## config.mk

```make
export PLATFORM = sky130hd
export DESIGN_NAME = rf_wport_arbiter
export DESIGN_NICKNAME = d
export VERILOG_FILES = /design/src/rtl/rf_wport_arbiter.sv
export SDC_FILE = /design/constraint.sdc
export NUM_CORES = 1
export LEC_CHECK = 0
export ABC_AREA = 1
export BUFFER_PORTS_ARGS = -buffer_cell sky130_fd_sc_hd__buf_2
export CORE_ASPECT_RATIO = 2
export CORE_MARGIN = 10
export CORE_UTILIZATION = 55
export CTS_CLUSTER_DIAMETER = 150
export DETAILED_ROUTE_END_ITERATION = 6
export PLACE_DENSITY = 0.81
export SLEW_MARGIN = 0
export SYNTH_ARGS = -nofsm -noshare
export SYNTH_HDL_FRONTEND = slang
export SYNTH_SLANG_ARGS = --single-unit
export TNS_END_PERCENT = 100
```

## constraint.sdc

```tcl
create_clock -name clk -period 3.25 [get_ports clk]
set_clock_uncertainty 0.1 [all_clocks]
set_input_delay 0.4875 -clock clk [delete_from_list [all_inputs] [get_ports clk]]
set_output_delay 0.4875 -clock clk [all_outputs]
set_load 0.02 [all_outputs]
```

## src/rtl/rf_wport_arbiter.sv

```systemverilog
// rf_wport_arbiter: shares the regfile write port between pipeline writeback and a buffered long-latency port, with a busy scoreboard
module rf_wport_arbiter #(
  parameter int DEPTH = 2,
  parameter int STARVE_MAX = 4
) (
  input  logic        clk,
  input  logic        rst,
  input  logic        wa_we_i,
  input  logic [4:0]  wa_waddr_i,
  input  logic [31:0] wa_wdata_i,
  input  logic        wb_valid_i,
  output logic        wb_ready_o,
  input  logic [4:0]  wb_waddr_i,
  input  logic [31:0] wb_wdata_i,
  input  logic        iss_valid_i,
  input  logic [4:0]  iss_waddr_i,
  input  logic        re1_i,
  input  logic        re2_i,
  input  logic [4:0]  raddr1_i,
  input  logic [4:0]  raddr2_i,
  output logic        rd_stall_o,
  output logic        pipe_hold_o,
  output logic        we_o,
  output logic [4:0]  waddr_o,
  output logic [31:0] wdata_o
);
  localparam int AW = $clog2(DEPTH);
  localparam int SW = $clog2(STARVE_MAX + 1);
  logic [4:0]    fa [DEPTH];
  logic [31:0]   fd [DEPTH];
  logic [AW-1:0] rp, wp;
  logic [AW:0]   cnt;
  logic [31:1]   busy;
  logic [31:0]   busy_x, set_v, clr_v, busy_nxt;
  logic [SW-1:0] starve, starve_nxt;
  logic          a_act, empty, full, drain, push;
  logic [4:0]    head_a;
  assign a_act      = wa_we_i & (wa_waddr_i != 5'd0) & !rst;
  assign empty      = cnt == '0;
  assign full       = cnt == (AW+1)'(DEPTH);
  assign drain      = !a_act & !empty;
  assign wb_ready_o = !full & !rst;
  assign push       = wb_valid_i & wb_ready_o & (wb_waddr_i != 5'd0);
  assign head_a     = fa[rp];
  assign we_o       = a_act | drain;
  assign waddr_o    = a_act ? wa_waddr_i : drain ? head_a : 5'd0;
  assign wdata_o    = a_act ? wa_wdata_i : drain ? fd[rp] : 32'd0;
  assign busy_x     = {busy, 1'b0};
  assign rd_stall_o = (re1_i & busy_x[raddr1_i] & !(drain & head_a == raddr1_i))
                    | (re2_i & busy_x[raddr2_i] & !(drain & head_a == raddr2_i))
                    | (iss_valid_i & busy_x[iss_waddr_i] & !(drain & head_a == iss_waddr_i));
  // scoreboard and starvation next-state: issue beats drain on the same register
  always_comb begin
    set_v      = iss_valid_i ? 32'd1 << iss_waddr_i : 32'd0;
    clr_v      = drain ? 32'd1 << head_a : 32'd0;
    busy_nxt   = (busy_x & ~clr_v) | set_v;
    starve_nxt = (empty | drain) ? '0 : (starve == SW'(STARVE_MAX)) ? starve : starve + 1'b1;
  end
  // FIFO storage needs no reset; validity comes from the pointers
  always_ff @(posedge clk) begin
    if (push) begin
      fa[wp] <= wb_waddr_i;
      fd[wp] <= wb_wdata_i;
    end
  end
  // pointers, occupancy, busy bitmap, starvation counter and hold flag
  always_ff @(posedge clk or posedge rst) begin
    if (rst) begin
      rp          <= '0;
      wp          <= '0;
      cnt         <= '0;
      busy        <= '0;
      starve      <= '0;
      pipe_hold_o <= 1'b0;
    end else begin
      if (push) wp <= wp + 1'b1;
      if (drain) rp <= rp + 1'b1;
      cnt         <= cnt + (AW+1)'(push) - (AW+1)'(drain);
      busy        <= busy_nxt[31:1];
      starve      <= starve_nxt;
      pipe_hold_o <= drain ? 1'b0 : (pipe_hold_o | (starve_nxt == SW'(STARVE_MAX)));
    end
  end
endmodule
```

* Word-level counts from Yosys, hierarchy flattened *
Memories as Yosys holds them, arrays and structs flattened.
Index checks and enable logic that the tools add are counted.
Widths: inputs -> output; s select.

word-level totals
  bits in registers = 39
  RAM bits = 74
  bits of input ports = 96
  output and inout bits = 41
  word-level logic and storage cells = 74
  memories = 2

memory list
  name  depth  bits a word  rd ports  clocked after Yosys merged registers in  write ports  RTL line  RTL
  fd    2      32           1         0                                        1            30        logic [31:0] fd [DEPTH];
  fa    2      5            1         0                                        1            29        logic [4:0] fa [DEPTH];

operators by class
  add/subtract/negate cells = 5
  $lt $le $gt $ge = 3
  eq/ne operators = 6
  shifts and indexed selects = 2
  mux-type cells = 17
  bitwise operators = 23
  reductions and logical operators = 10

operators with widths
  cell                  count
  $mux 32               4
  $shl 1x5->32 const A  2
  $and 32x32->32        1
  $not 32->32           1
  $or 32x32->32         1
  $lt 5x6->1 const B    3
  $and 1x1->1           15
  $bmux 1 s5            3
  $eq 5x5->1            3
  $mux 5                2
  $reduce_bool 5->1     2
  $logic_not 1->1       7
  $eq 3x3->1 const B    2
  $mux 1                6
  $mux 3                2
  $or 1x1->1            5
  $add 3x1->3 const B   1
  $add 1x1->1 const B   2
  $add 2x1->2           1
  $eq 2x2->1 const B    1
  $logic_not 2->1       1
  $sub 2x1->2           1

* Longest topological paths before layout *
  word-level depth = 10
  depth in mapped cells = 12
  depth with buffers taken out = 11

* Worst setup path after synthesis *
No wires, ideal clock.

  kind = input to register
  start = input rst
  end = memory fa[0][0], enable pin
  setup time = 431 ps
  arrival time = 2710 ps
  required time = 2719 ps
  slack = 9 ps
  stages = 3
  buffers on the path = 0
  cell sequence = a21oi_1 > nand3_1 > nor2_1

between the ends
  longest elaborated chain between the ends = 6

ends and longest elaborated chain
  what                              RTL line  RTL
  from (decl)                       7         input logic rst,
  $logic_not 1->1 (no source line)  -
  $and 1x1->1                       42        assign wb_ready_o = !full & !rst;
  $and 1x1->1 (2 in series)         43        assign push = wb_valid_i & wb_ready_o & (wb_waddr_i != 5'd0);
  $mux 1                            61        if (push) begin
  $mux 1 (not written as such)      62        fa[wp] <= wb_waddr_i;
  to (decl)                         29

Every way passes these cells.

* Worst setup path after layout *
  start = register rp
  end = output rd_stall_o

between the ends
  longest elaborated chain between the ends = 7
  elaborated cells between the ends (all ways) = 15
  classes of those cells = eq/ne (3); bitwise (8); reduce/logical (3); memory (1)

ends and longest elaborated chain
  what                                RTL line  RTL
  from (decl)                         31        logic [AW-1:0] rp, wp;
  from (signal assigned)              77        if (drain) rp <= rp + 1'b1;
  $mem_v2 2x5 *                       -
  $eq 5x5->1 (on tied branches)       49, 50
  $and 1x1->1 (on tied branches)      49, 50
  $logic_not 1->1 (on tied branches)  49, 50
  $and 1x1->1 (on tied branches)      49, 50
  $or 1x1->1                          50        | (re2_i & busy_x[raddr2_i] & !(drain & head_a == raddr2_i))
  $or 1x1->1 *                        51        | (iss_valid_i & busy_x[iss_waddr_i] & !(drain & head_a == iss_waddr_i));
  to (decl)                           21        output logic rd_stall_o,

Mark *: on every way between the ends. The rest lies on a longest branch, timed or not.

==> results.yml <==
layout:
  area_growth_pct: 21.9
  layout-drive-gt1-share_pct: 22.8
  diodes: 0
  fin_util_pct: 67.9
  layout_common_cells: "nand2_1, buf_2, nand3_1, edfxtp_1, inv_1"
  finalNetCount: 987
  final_common_cell: "nand2_1"
sta:
  fin_tns_setup_ps: 0
  fin_crit_sh_pct: 87.8
  maxSlewHeadroom_pct: 54.4
  slew_violations: 0
  setup_violations: 0
  worst_pin_slew_ps: 683
  timing.fmax_mhz: 351
  min_period_ps: 2850
  hold_viol: 0
  rsz0062_at_grt: "false"
routing:
  ant_nets: 0
  routed_wl_um: 20100
  drt_iter0_drc: 503
  dr_total_vias: 5984
  route.detailed.wl_per_inst_um: 19.3
  drc: 0
  drtPass1Iterations: 5
  vias_per_cell: 5.74
clocking:
  clkTransAtPathRegs_ps: 50
  clock_latency_ps: 410
  cts_setup_buffers: 0
  root_buffer: "clkbuf_16"
  cts_buffer_depth: 2
  htree_levels: 4
  cts-hold-fix-buffers: 0
  post_cts_resized: 0
  cts_buffers: 17
  cts_tree: "yes"
  cts.sinks: 113
synthesis:
  async_flop_share_pct: 34.5
  synth_edf_count: 74
  synth_area_mm2: 0.00628
  synth_cells: 754
  yosys.cell_types.count: 34
  synth.avg_cell_area_um2: 8.34
  synth-seq-cells: 113
  ys.warnings.count: 0
  yosysSeqAreaShare_pct: 50.9
  synth_flop_cell: "edfxtp_1"
  syn-num-nets: 854
run:
  maxCapViolCount: 0
worst_setup_path:
  crit_fanout: 15
  cp.required_ps: 2660
  startpoint: "rp"
  r2r_slack_ps: 1130
  worstSetupPathType: "flip-flop to output pin"
  start_kind: "flip-flop"
  r2r-start: "cnt[1]"
  cp.arrival_ps: 2270
  crit_path_end_kind: "output pin"
global_routing:
  grt_pass1_vias: 6112
  grt_pass1_wl_um: 31700
  antenna_found_initial: 0
  grt_use_total_pct: 25.3
  overflow: 0
  grt_max_degree: 40
placed_design:
  portBuffers: 136
  dp_hpwl_um: 14400
  gp_congestion: 0.969
die:
  core_area_mm2: 0.0113
  rows: 55
  die_x_um: 95.6
  io_pins: 137
  floorplan.initialDensity_pct: 55.7
  die-area_mm2: 0.0164
  die_h_um: 171
pwr:
  ir_worst_vdd_v: 0.000795
  power_leakage_nw: 3.61
  powerDensity_mw_per_mm2: 878
hold_path:
  min_path_type: "input port to async pin"
run_status:
  status: "completed"
[sequential cells by signal (all words and copies together) (netlist names)]
name and flops:
wp 1, rp 1, fa 10, pipe_hold_o 1, cnt 2, busy 31, fd 64, starve 3
[final timing paths]
path,to,cells past startpoint
worst min-delay path,busy[20],3
worst max-delay path,rd_stall_o,12
worst min register to register,busy[12],2
max in group asynchronous,busy[1],3
worst max register to register,cnt[1],7
min in group clk,fd[1][12],1
[worst max-delay path, stage by stage (launching register included)]
cell     delay (ps)
dfrtp_1         390
buf_4           230
nand2_1         130
nand2_1         140
buf_4           210
nand2_1          80
nand2_1          60
nand3_1          70
nor2_1          110
nor2_1           50
nand3_1         120
nand3_1         100
buf_2           170
[power by group]
part / switching, mW / internal [mW] / leakage, nW / total, mW
clock: 0.656 / 1.20 / 0.278 / 1.86
combinational: 1.84 / 0.859 / 2.18 / 2.70
sequential: 0.289 / 1.88 / 1.16 / 2.17
[Yosys cell counts, types with 12 or more instances]
cell | count | area [um2]
nand2_1 | 244 | 916
nand3_1 | 111 | 556
edfxtp_1 | 74 | 2220
inv_1 | 59 | 221
o21ai_0 | 51 | 255
dfrtp_1 | 39 | 976
a22o_1 | 32 | 280
nor2_1 | 25 | 93.8
o21ai_1 | 24 | 120
buf_2 | 15 | 75.1
nand4_1 | 13 | 81.3
clkbuf_1 | 12 | 45.0
[routing by layer]
| metal | vias to the layer above | global-route usage (%) | share of wire [%] |
|---|---|---|---|
| met4 | 0 | 19.3 | 7.4 |
| met3 | 88 | 6.37 | 7.2 |
| met2 | 314 | 44.9 | 54 |
| met1 | 2759 | 23.7 | 31 |
| met5 | - | 0 | 0 |
| li1 | 2823 | - | - |
[cell type report]
type	count	area (um2)
Tap cell	142	178
Fill cell	928	3630
Multi-Input combinational cell	535	2630
Clock inverter	14	164
Sequential cell	113	3200
Clock buffer	18	429
Timing Repair Buffer	152	801
Inverter	68	263
[through the flow]
stage	total power, mW	area, um2	cells	setup WS (ps)	hold slack, ps
2_1_floorplan	3.95	6280	754	8.78	360
3_3_place_gp	4.78	7070	1010	650	375
3_5_place_dp	4.83	7070	1010	592	383
4_1_cts	6.71	7660	1042	426	139
5_1_grt	7.12	7660	1042	210	154
6_report	6.73	7660	1042	397	140
[kinds of logic after synthesis]
kind of cell	share of synthesized area, %
xor+xnor	0.836
buf+inv	7.55
fa+ha+maj	0.796
simple gates	28.5
flops	50.9
compound gates	11.4
No activity file was read; power rests on OpenSTA's default activity.
